<file path="config.mk">
export PLATFORM = sky130hd
export DESIGN_NAME = serial_sub_ctrl
export DESIGN_NICKNAME = d
export VERILOG_FILES = /design/src/rtl/serial_sub_ctrl.sv
export SDC_FILE = /design/constraint.sdc
export NUM_CORES = 1
export LEC_CHECK = 0
export BUFFER_PORTS_ARGS = -buffer_cell sky130_fd_sc_hd__buf_4
export CAP_MARGIN = 15
export CORE_MARGIN = 2
export CORE_UTILIZATION = 60
export CTS_BUF_LIST = sky130_fd_sc_hd__clkbuf_8
export CTS_CLUSTER_DIAMETER = 150
export DETAILED_ROUTE_END_ITERATION = 10
export PLACE_DENSITY_LB_ADDON = 0.08
export SLEW_MARGIN = 40
export SYNTH_ARGS = -nofsm -noshare
export SYNTH_HDL_FRONTEND = slang
export SYNTH_SLANG_ARGS = --single-unit
</file>
<file path="constraint.sdc">
create_clock -name clk -period 2.4 [get_ports clk]
set_clock_uncertainty 0.15 [all_clocks]
set_input_delay 0.12 -clock clk [delete_from_list [all_inputs] [get_ports clk]]
set_output_delay 0.12 -clock clk [all_outputs]
set_load 0.02 [all_outputs]
</file>
<file path="src/rtl/serial_sub_ctrl.sv">
// Bit-serial subtractor controller: drives an external full subtractor one bit
// per clock, LSB first, and collects the difference and final borrow.
//
// state | meaning
// IDLE  | waiting for start; operands latched on the accepting edge
// RUN   | one operand bit per cycle through the external full subtractor
// DONE  | one-cycle completion pulse, result already in diff/bout
module serial_sub_ctrl #(
    parameter int WIDTH = 8
) (
    input  logic             clk,
    input  logic             rst_n,
    input  logic             start,
    input  logic [WIDTH-1:0] a,
    input  logic [WIDTH-1:0] b,
    input  logic             bin,
    output logic             fs_in0,
    output logic             fs_in1,
    output logic             fs_bin,
    input  logic             fs_sub,
    input  logic             fs_bout,
    output logic             busy,
    output logic             done,
    output logic [WIDTH-1:0] diff,
    output logic             bout
);

    localparam int CW = $clog2(WIDTH + 1);
    localparam logic [CW-1:0] LAST = CW'(WIDTH - 1);

    typedef enum logic [1:0] {IDLE, RUN, DONE} state_t;

    state_t           state, state_nxt;
    logic [WIDTH-1:0] a_sh, b_sh, res;
    logic             borrow;
    logic [CW-1:0]    cnt;
    logic             last_bit;

    assign last_bit = (cnt == LAST);

    always_ff @(posedge clk or negedge rst_n) begin
        if (!rst_n) state <= IDLE;
        else        state <= state_nxt;
    end

    always_comb begin
        state_nxt = state;
        busy      = 1'b0;
        done      = 1'b0;
        fs_in0    = 1'b0;
        fs_in1    = 1'b0;
        fs_bin    = 1'b0;
        case (state)
            IDLE: if (start) state_nxt = RUN;
            RUN: begin
                busy   = 1'b1;
                fs_in0 = a_sh[0];
                fs_in1 = b_sh[0];
                fs_bin = borrow;
                if (last_bit) state_nxt = DONE;
            end
            DONE: begin
                done      = 1'b1;
                state_nxt = IDLE;
            end
            default: state_nxt = IDLE;
        endcase
    end

    // Operands shift right so bit [cnt] is always at position 0; the result
    // shifts in from the top so bit [cnt] lands in place after WIDTH steps.
    always_ff @(posedge clk or negedge rst_n) begin
        if (!rst_n) begin
            a_sh   <= '0;
            b_sh   <= '0;
            res    <= '0;
            borrow <= 1'b0;
            cnt    <= '0;
            diff   <= '0;
            bout   <= 1'b0;
        end else begin
            case (state)
                IDLE: begin
                    if (start) begin
                        a_sh   <= a;
                        b_sh   <= b;
                        borrow <= bin;
                        res    <= '0;
                        cnt    <= '0;
                    end
                end
                RUN: begin
                    a_sh   <= a_sh >> 1;
                    b_sh   <= b_sh >> 1;
                    borrow <= fs_bout;
                    res    <= {fs_sub, res[WIDTH-1:1]};
                    cnt    <= cnt + CW'(1);
                    if (last_bit) begin
                        diff <= {fs_sub, res[WIDTH-1:1]};
                        bout <= fs_bout;
                    end
                end
                default: ;
            endcase
        end
    end

endmodule

</file>
## Yosys cells after proc, flatten, opt, wreduce, memory -nomap -nowiden

Index checks and enable logic that the tools add are counted.

- Bits in registers: 40
- Input port bits: 22
- Logic and storage cells: 37

- $add $sub $neg: 1
- Equal/unequal tests: 5
- Multiplexer cells: 18
- Reductions and logical operators: 5

Operator list:

| kind | count |
|---|---|
| $pmux W8 S2 | 3 |
| $mux W8 | 3 |
| $pmux W4 S2 | 1 |
| $mux W1 | 6 |
| $reduce_and A2 Y1 | 3 |
| $add A4 B1 Y4 const B | 1 |
| $eq A4 B3 Y1 const B | 1 |
| $mux W2 | 2 |
| $mux W4 | 1 |
| $ne A2 B2 Y1 const B | 2 |
| $pmux W2 S2 | 1 |
| $eq A2 B1 Y1 const B | 1 |
| $eq A2 B2 Y1 const B | 1 |
| $logic_not A2 Y1 | 1 |
| $pmux W1 S2 | 1 |
| $reduce_bool A2 Y1 | 1 |

## Depth between registers and ports, before layout

Gate-level depths: netlist of the first run.

- Word-level depth: 3
- Gate-level depth with buffers: 5

## Least setup slack after synthesis of the first run

OpenSTA, ideal clock, no wires.

- Kind: reg-to-output
- Start point: reg state[1]
- End point: out fs_bin
- Arrival: 1.352 ns
- Required time: 2.130 ns
- Slack: 0.778 ns
- Cell stages (with the launch flop): 5
- Path through: dfrtp_1 nand2b_4 clkinv_1 clkbuf_1 and2_1

- Cells in the longest elaborated chain, start to end: 2

RTL lines:

| item | line | text |
|---|---|---|
| start, declared | 33 | `state_t state, state_nxt;` |
| start signal, assigned | 43 | `else state <= state_nxt;` |
| $eq A2 B1 Y1 | 53 | `case (state)` |
| $mux W1 | 53 |  |
| end, declared | 19 | `output logic fs_bin,` |

No other way between the ends.

## Worst setup path after layout of the first run

- Start point: reg state[0]
- End point: out fs_in1

- Cells in the longest elaborated chain, start to end: 2

RTL lines:

| item | line | text |
|---|---|---|
| $eq A2 B1 Y1 | 53 |  |
| $mux W1 | 53 |  |
| end, declared | 18 | `output logic fs_in1,` |

No other way between the ends.

==> out/qor.yml, run 1 <==
global_routing:
  grt_max_degree: 40
  grt_overflow: 0
  grt_pass1_vias: 1293
  grt_first_pass_wirelength_mm: 6.13
  grt_use_total_pct: 24.5
  antenna_found_initial: 0
yosys:
  synth_nets: 180
  synth.largest_area_cell: "dfrtp_1"
  syn_inst: 157
  ys_seq_elements: 39
  synth.avg_cell_area_um2: 11.1
  seq_area_frac_synth_pct: 56.0
  synth_area_um2: 1740
  ys_top_cells_by_area: "dfrtp_1, a22oi_1, mux2_2"
  synthFlopType: "dfrtp_1"
  synthMostInstantiatedCell: "dfrtp_1"
  synth_cell_types: 22
  synth_edf_count: 0
  yosys_warnings: 0
  ys_async_sr_fraction_pct: 100
  synth_commonest_cells: "dfrtp_1, a21oi_1, nor2b_1, o21ai_0, a22oi_1"
  synth_top_cell_area_share_pct: 56.0
timing:
  hold_violations: 0
  setup_viol: 0
  rsz0062_at_grt: "false"
  slew_viol_final: 0
  min_period_over_period_pct: 85.4
  max_slew.worst_pin.slew_ps: 546
  hold_slack_ps: 29.9
  post-route-min-period_ps: 2050
  fin_setup_tns_ps: 0
  fmax_ghz: 0.488
  max_slew_margin_pct: 63.4
worst_setup_path:
  crit_family: "buffers and inverters"
  cp.buffers_inverters: 2
  cp_max_fo: 20
  cp.arrival_ps: 1780
  regToRegEndpoint: "res[3]$_DFFE_PN0P_"
  critPathKind: "flip-flop to output port"
  rr_startpoint: "state[0]$_DFFE_PN0P_"
  cp.depth: 4
  required_ps: 2130
  endpoint: "fs_in1"
  crit_chain: "nand2b_4 -> clkinv_1 -> and2_1 -> buf_4"
  end_kind: "output port"
  start_kind: "flip-flop"
  rrSetupSlack_ps: 570
  max_stage_delay_ps: 450
  startpoint: "state[0]$_DFFE_PN0P_"
  cp_slowest_cell: "clkinv_1"
  rr_worst_depth: 4
drt:
  drc_errors: 0
  wire_per_inst_um: 15.5
  drt-vias-per-instance: 5.84
  drt_iter0_drc: 86
  vias: 1431
  drtPass1Iterations: 4
  finalWirelength_mm: 3.80
  detail-route-antenna-nets: 0
finish:
  syn_to_final_growth_pct: 32.5
  fin_area_um2: 2310
  antenna_cells: 0
  drive_gt1_share_pct: 27.1
  fin_nets: 236
floorplan:
  rows: 19
  die_h_um: 57.9
  die_area_um2: 3350
  core_um2: 2760
  pin_count: 36
  die_w_um: 57.9
  initial_core_util_pct: 63.2
pwr:
  ir_drop_mv: 0.954
  power_density_nw_per_um2: 1170
  p_leak_nw: 1.06
status:
  status: "complete, no violations"
cts:
  numCtsBuffers: 5
  cts.sinks: 39
  cts_tree: "done"
  htree_levels: 2
  cts.clk_slew.worst_paths_ps: 70
  cts_setup_buffers: 0
  clock_path_buffers: 2
  cts-root-buf: "clkbuf_8"
  clkLatencyLatePin_ps: 280
placement:
  gp_congestion: 0.737
  io_buffers: 35
  dpl-instance-area_um2: 2040
  hpwlAfterDp_mm: 2.34
run:
  cap_violations: 0
worst_hold_path:
  hp-class: "input port to flip-flop"
## tightest hold or removal path, cell delays in order
cell and delay [ps]:
buf_4 80, a21oi_1 40, o21ai_0 180
## worst min path at each step
stage | start | endpoint | slack, ps | depth (start not counted)
after global routing | bin | borrow$_DFFE_PN0P_ | 50 | 3
after CTS | bin | borrow$_DFFE_PN0P_ | 20 | 3
after floorplan | rst_n | a_sh[0]$_DFFE_PN0P_ | -330 | 0
after global placement | rst_n | a_sh[2]$_DFFE_PN0P_ | -40 | 1
after detailed placement | rst_n | a_sh[2]$_DFFE_PN0P_ | -30 | 1
final | bin | borrow$_DFFE_PN0P_ | 30 | 3
## cell type report
| class | count | area (um2) |
|---|---|---|
| Sequential cell | 39 | 976 |
| Timing Repair Buffer | 59 | 490 |
| Inverter | 1 | 3.75 |
| Multi-Input combinational cell | 107 | 721 |
| Clock buffer | 5 | 68.8 |
| Tap cell | 31 | 38.8 |
| Clock inverter | 3 | 12.5 |
| Fill cell | 160 | 447 |
## per-stage QoR
stage / worst slack (ps) / power [mW] / instances / utilization, %
after global routing: 247 / 2.89 / 245 / 83.8
after CTS: 355 / 2.72 / 245 / 83.8
after floorplan: 778 / 1.88 / 157 / -
final: 350 / 2.71 / 245 / 83.8
after global placement: 651 / 2.23 / 218 / 74.0
after detailed placement: 588 / 2.28 / 218 / 74.0
## flip-flops by register name (all words and copies together), names as in the netlist
register and count:
borrow 1, b_sh 8, cnt 4, bout 1, diff 8, res 7, a_sh 8, state 2
## cell families after synthesis
| group | share of synthesized area [%] |
|---|---|
| muxes | 6.46 |
| adders and majority gates | 0.717 |
| AOI/OAI and AO/OA | 21.7 |
| DFF | 56.0 |
| buffers and inverters | 2.73 |
| and+or+nand+nor | 12.4 |
## cells in the final DEF (no fill, tap or decap), drive strengths merged, types with 2 or more instances in the layout
cell and instances:
nor2b 18, clkbuf 5, dlygate4sd3 19, clkinv 2
nand2 5, inv 2, and2 3, a21oi 18
dfrtp 39, nand3 3, o21ai 18, a22oi 15
a22o 9, nor2 2, buf 40, mux2 10
## what timing repair did
item	CTS	global route
hold endpoints to repair	59	0
hold buffers	19	0
gates resized for setup	0	0
setup endpoints to repair	0	0
## report_power, final
group,switching (mW),internal (mW)
Clock,0.210,0.195
Sequential,0.199,0.931
Combinational,0.604,0.568
Total,1.01,1.69
## layer usage
metal / vias to the layer above / track usage, % / share of wire, %
li1: 677 / - / -
met1: 703 / 32.3 / 43
met2: 47 / 38.8 / 50
met3: 4 / 5.80 / 5.1
met4: 0 / 11.0 / 1.1
met5: - / 0 / 0
Power figures use the tool's default switching activity.
==> run 2, diff against run 1 <==
==> constraint.sdc (replaced) <==
create_clock -name clk -period 2.4 [get_ports clk]
set_clock_uncertainty 0.15 [all_clocks]
set_input_delay 0.48 -clock clk [delete_from_list [all_inputs] [get_ports clk]]
set_output_delay 0.48 -clock clk [all_outputs]
set_load 0.01 [all_outputs]
==> run 2 against run 1 <==
Against the previous run:
- the flow now finishes with violations (negative hold slack)
- via count shrank 6.0%
- design area shrank 6.0%
- cell count shrank 6.9%
- critical path depth grew 1
- clock power grew 40%
- first-iteration DRC count grew 15%
- wire length shrank 3.3%
- total power grew 2.9%
- count of clock-buffer cells in the layout grew 1
- critical path type unchanged
==> out/qor.yml, run 2 (synthesis gave the netlist of run 1 again) <==
drt:
  finalWirelength_mm: 3.68  # -3.3%
  drt-vias-per-instance: 5.90  # +1.0%
  drc_errors: 0  # unchanged
  detail-route-antenna-nets: 0  # unchanged
  vias: 1345  # -6.0%
  drt_iter0_drc: 99  # +15%
  wire_per_inst_um: 16.1  # +3.9%
  drtPass1Iterations: 4  # unchanged
cts:
  cts_tree: "done"
  hold_buffers: 0  # -19
  clock_path_buffers: 2  # unchanged
  cts-root-buf: "clkbuf_8"
  htree_levels: 2  # unchanged
  clkLatencyLatePin_ps: 300  # +20 ps
  ctsResizeCount: 0  # unchanged
  cts.sinks: 39  # unchanged
  cts.clk_slew.worst_paths_ps: 80  # about the same
  numCtsBuffers: 5  # unchanged
  cts_setup_buffers: 0  # unchanged
status:
  status: "finished, violations left"
  violations: "negative hold slack"
floorplan:
  die_h_um: 57.9  # unchanged
  rows: 19  # unchanged
  die_area_um2: 3350  # unchanged
  pin_count: 36  # unchanged
  core_um2: 2760  # unchanged
  die_w_um: 57.9  # unchanged
  initial_core_util_pct: 63.2  # unchanged
finish:
  multi_input_area_um2: 721  # unchanged
  syn_to_final_growth_pct: 24.5
  top_regs: "a_sh: 8 flops, b_sh: 8 flops, diff: 8 flops"
  fillers: 181  # +13%
  antenna_cells: 0  # unchanged
  finalNonFillerCells: 228  # -6.9%
  regArea_um2: 976  # unchanged
  drive_gt1_share_pct: 31.5  # +4.4 points
  layout_common_cells: "buf_4, dfrtp_1, o21ai_0, nor2b_1, a21oi_1"
  layout_commonest_cell: "buf_4"
  fin_nets: 219  # -7.2%
worst_setup_path:
  start_kind: "flip-flop"
  rrSetupSlack_ps: 630  # +60 ps
  end_kind: "output port"
  cp.arrival_ps: 1610  # -170 ps
  cp_common_cell: "buf_4"
  startpoint: "state[0]$_DFFE_PN0P_"
  cp_max_fo: 13  # -35%
  rr_worst_depth: 4  # unchanged
  rr_startpoint: "cnt[0]$_DFFE_PN0P_"
  critPathKind: "flip-flop to output port"
  required_ps: 1770  # -360 ps
  crit_chain: "nand2b_4 -> clkinv_1 -> buf_4 -> and2_1 -> buf_4"
  max_stage_delay_ps: 420  # -30 ps
  cp_slowest_cell: "dfrtp_1"
  endpoint: "fs_bin"
  regToRegEndpoint: "bout$_DFFE_PN0P_"
timing:
  max_slew.worst_pin.slew_ps: 482  # -63.7 ps
  fin_setup_tns_ps: 0  # unchanged
  max_slew_margin_pct: 67.8  # +4.5 points
  setup_viol: 0  # unchanged
  hold_violations: 19  # +19
  rsz0062_at_grt: "false"
  min_period_over_period_pct: 93.2  # +7.8 points
  fmax_ghz: 0.447  # -8.3%
  slew_viol_final: 0  # unchanged
  post-route-min-period_ps: 2240  # +186 ps
  hold_slack_ps: -11.4  # -41.2 ps
pwr:
  ir_drop_mv: 0.975  # +2.2%
  power_switching_mw: 0.961  # -5.3%
  seq_power_share_pct: 40.6  # -1.1 points
  p_clk_share_pct: 20.5  # +5.5 points
  combPwrFrac_pct: 38.9  # -4.4 points
  p_total_mw: 2.79  # +2.9%
  power_density_nw_per_um2: 1280  # +9.5%
  internal-power_mw: 1.83  # +7.9%
  p_leak_nw: 1.00  # -5.6%
  swShare_pct: 34.4  # -3.0 points
placement:
  gp_congestion: 0.740  # +0.31%
  hpwlAfterDp_mm: 2.43  # +4.0%
  io_buffers: 35  # unchanged
  placedCellCount: 220  # +0.92%
global_routing:
  antenna_found_initial: 0  # unchanged
  grt_overflow: 0  # unchanged
  grt_max_degree: 40  # unchanged
  grt_pass1_vias: 1280  # -1.0%
  grt_first_pass_wirelength_mm: 5.98  # -2.5%
  grt_use_total_pct: 24.4  # -0.098 points
run:
  cap_violations: 0  # unchanged
worst_hold_path:
  hp-class: "input port to asynchronous set/reset pin"
run 2: changes by cell type in the layout (fill, tap and decap cells not counted), sizes merged:
cell | previous run | this run
dlygate4sd3 | 19 | 0
buf | 40 | 42
inv | 2 | 0
bufinv | 0 | 1
clkbuf | 5 | 6
run 2: final cells by class:
cell class                 instances  share of cell area (%)
clock inverter                     2                    1.61
inverter                           1                   0.173
timing repair buffer              42                    14.5
multi-input combinational        107                    33.2
sequential                        39                    44.9
clock buffer                       6                    3.80
tap                               31                    1.79
run 2: metal layers:
metal / track usage [%] / vias up / wire length, um
met2: 40.7 / 37 / 1880
met5: 0 / - / 0
met4: 9.97 / 0 / 80
met1: 29.0 / 654 / 1520
met3: 8.26 / 10 / 193
li1: - / 644 / -
run 2: power groups by stage:
stage | Sequential [mW] | Combinational (mW) | Clock [mW]
6_report | 1.13 | 1.09 | 0.570
5_1_grt | 1.17 | 1.20 | 0.600
4_1_cts | 1.13 | 1.09 | 0.579
3_5_place_dp | 1.14 | 1.09 | 0
3_3_place_gp | 1.12 | 1.05 | 0
2_1_floorplan | 1.12 | 0.667 | 0
run 2: stage by stage:
step	setup slack (ps)	hold slack, ps	area [um2]	util [%]
after CTS	167	8.09	2170	78.8
after global routing	68.7	27.4	2170	78.8
after floorplan	578	34.4	1740	-
after detailed placement	493	329	2050	74.5
after global placement	525	319	2050	74.5
final	164	-11.4	2170	78.8
run 2: critical path, delay by kind of cell, from the launching register on:
| family | cells | cell delay [ps] |
|---|---|---|
| buf+inv | 3 | 620 |
| flops | 1 | 420 |
| simple gates | 2 | 280 |
run 2: worst min path at each step:
stage          start                   to
3_3_place_gp   rst_n  a_sh[2]$_DFFE_PN0P_
5_1_grt        rst_n  a_sh[2]$_DFFE_PN0P_
2_1_floorplan  rst_n  a_sh[0]$_DFFE_PN0P_
4_1_cts        rst_n  a_sh[2]$_DFFE_PN0P_
6_report       rst_n  a_sh[2]$_DFFE_PN0P_
3_5_place_dp   rst_n  a_sh[2]$_DFFE_PN0P_
==> run 3, diff against run 2 <==
Settings changed: BUFFER_PORTS_ARGS -buffer_cell sky130_fd_sc_hd__buf_4 to default, CORE_UTILIZATION 60 to 63, DONT_BUFFER_PORTS from default to 1.
==> run 3 against run 2 <==
Against the previous run:
- register-to-register slack improved by 30 ps
- clock power fell by 2%
- core utilization fell by 7.1 points
- largest cell class unchanged
- sequential share of layout area rose by 5.8 points
- critical endpoint is now busy
- largest power group unchanged
- the run now ends clean
- total power fell by 8.6%
- die area fell by 4.4%
==> out/qor.yml, run 3 (synthesis gave the netlist of run 1 again) <==
status:
  status: "complete, no violations"
timing:
  slew_viol_final: 0  # unchanged
  fmax_ghz: 0.493  # +10%
  max_slew_margin_pct: 68.6  # +0.79 points
  fin_setup_tns_ps: 0  # unchanged
  min_period_over_period_pct: 84.5  # -8.7 points
  setup_viol: 0  # unchanged
  post-route-min-period_ps: 2030  # -208 ps
  max_slew.worst_pin.slew_ps: 469  # -13.4 ps
  rsz0062_at_grt: "false"
  hold_violations: 0  # -19
floorplan:
  die_w_um: 56.6  # -2.2%
  core_um2: 2690  # -2.6%
  pin_count: 36  # unchanged
  die_area_um2: 3210  # -4.4%
  initial_core_util_pct: 64.9  # +1.7 points
  die_h_um: 56.6  # -2.2%
  rows: 19  # unchanged
worst_setup_path:
  critPathKind: "flip-flop to output port"
  cp_max_fo: 16  # +3
  cp.arrival_ps: 1400  # -210 ps
  required_ps: 1770  # about the same
  start_kind: "flip-flop"
  end_kind: "output port"
pwr:
  internal-power_mw: 1.67  # -8.8%
  p_leak_nw: 0.833  # -17%
  ir_drop_mv: 0.915  # -6.1%
  power_switching_mw: 0.883  # -8.1%
  p_total_mw: 2.55  # -8.6%
  power_density_nw_per_um2: 1330  # +3.2%
  swShare_pct: 34.6  # +0.18 points
  seq_power_share_pct: 45.5  # +4.9 points
  combPwrFrac_pct: 32.7  # -6.2 points
  p_clk_share_pct: 21.8  # +1.3 points
global_routing:
  antenna_found_initial: 0  # unchanged
  grt.busiest_layer: "met2"
  grt_use_met2_pct: 36.0  # -4.7 points
  grt_use_total_pct: 22.1  # -2.3 points
  grt_first_pass_wirelength_mm: 5.37  # -10%
  grt_overflow: 0  # unchanged
  grtUsageMet3_pct: 6.22  # -2.0 points
  grt_max_degree: 40  # unchanged
  grt.met1_usage_pct: 28.2  # -0.80 points
  grt_pass1_vias: 1180  # -7.8%
finish:
  fin_nets: 184  # -16%
  layout_common_cells: "dfrtp_1, o21ai_0, nor2b_1, a21oi_1, a22oi_1"
  layout_commonest_cell: "dfrtp_1"
  drive_gt1_share_pct: 16.0  # -15 points
  top_regs: "a_sh: 8 flops, b_sh: 8 flops, diff: 8 flops"
  syn_to_final_growth_pct: 10.3
  final_util_pct: 71.6  # -7.1 points
  finalNonFillerCells: 193  # -15%
  antenna_cells: 0  # unchanged
cts:
  clock_path_buffers: 2  # unchanged
  cts_tree: "done"
  cts-root-buf: "clkbuf_8"
  cts.sinks: 39  # unchanged
  numCtsBuffers: 5  # unchanged
  htree_levels: 2  # unchanged
  cts.clk_slew.worst_paths_ps: 70  # about the same
  clkLatencyLatePin_ps: 290  # about the same
  ctsResizeCount: 0  # unchanged
drt:
  drtPass1Iterations: 4  # unchanged
  wire_per_inst_um: 17.2  # +6.7%
  drt-vias-per-instance: 6.45  # +9.4%
  drt_iter0_drc: 61  # -38%
  detail-route-antenna-nets: 0  # unchanged
  finalWirelength_mm: 3.32  # -9.7%
  drc_errors: 0  # unchanged
  vias: 1245  # -7.4%
run:
  cap_violations: 0  # unchanged
placement:
  gp_congestion: 0.707  # -4.4%
  io_buffers: 0  # -100%
  hpwlAfterDp_mm: 2.07  # -15%
  placedCellCount: 183  # -17%
worst_hold_path:
  hp-class: "input port to flip-flop"
[run 3: critical path, cell delays in order (launching register included)]
cell,delay [ps]
dfrtp_1,410
nand2b_4,100
clkinv_1,270
buf_4,320
[run 3: power by group through the flow]
stage / clock network [mW] / logic, mW / registers, mW
2_1_floorplan: 0 / 0.667 / 1.12
3_3_place_gp: 0 / 0.787 / 1.16
3_5_place_dp: 0 / 0.820 / 1.17
4_1_cts: 0.573 / 0.844 / 1.16
5_1_grt: 0.594 / 0.929 / 1.19
6_report: 0.557 / 0.833 / 1.16
[run 3: layer usage]
layer | vias to the layer above | wire (um)
li1 | 573 | -
met1 | 630 | 1420
met2 | 35 | 1650
met3 | 7 | 192
met4 | 0 | 63
met5 | - | 0
[run 3: cell type report]
cell class,instances,area [um2]
Tap cell,31,38.8
Clock buffer,6,82.6
Timing Repair Buffer,7,67.6
Multi-Input combinational cell,107,721
Sequential cell,39,976
Fill cell,195,762
Clock inverter,2,35.0
Inverter,1,3.75
[run 3: timing repair]
action	CTS	global route
hold buffers	2	0
endpoints found under the hold margin	39	0
setup buffers	0	0
[run 3: worst paths after layout]
check,start,endpoint,slack (ps),depth (start not counted)
hold / removal,fs_sub,res[7]$_DFFE_PN0P_,190,1
hold reg to reg,res[1]$_DFFE_PN0P_,res[1]$_DFFE_PN0P_,360,1
setup reg to reg,cnt[0]$_DFFE_PN0P_,diff[6]$_DFFE_PN0P_,660,4
setup / recovery,state[0]$_DFFE_PN0P_,busy,370,3
min in group asynchronous,rst_n,a_sh[4]$_DFFE_PN0P_,530,2
max in group asynchronous,rst_n,bout$_DFFE_PN0P_,1370,2
[run 3: stage by stage]
stage	cell area, um2	setup slack [ps]	hold WS (ps)
4_1_cts	1920	342	177
5_1_grt	1920	284	179
3_3_place_gp	1780	676	35.2
6_report	1920	371	189
2_1_floorplan	1740	578	34.4
3_5_place_dp	1780	659	35.3
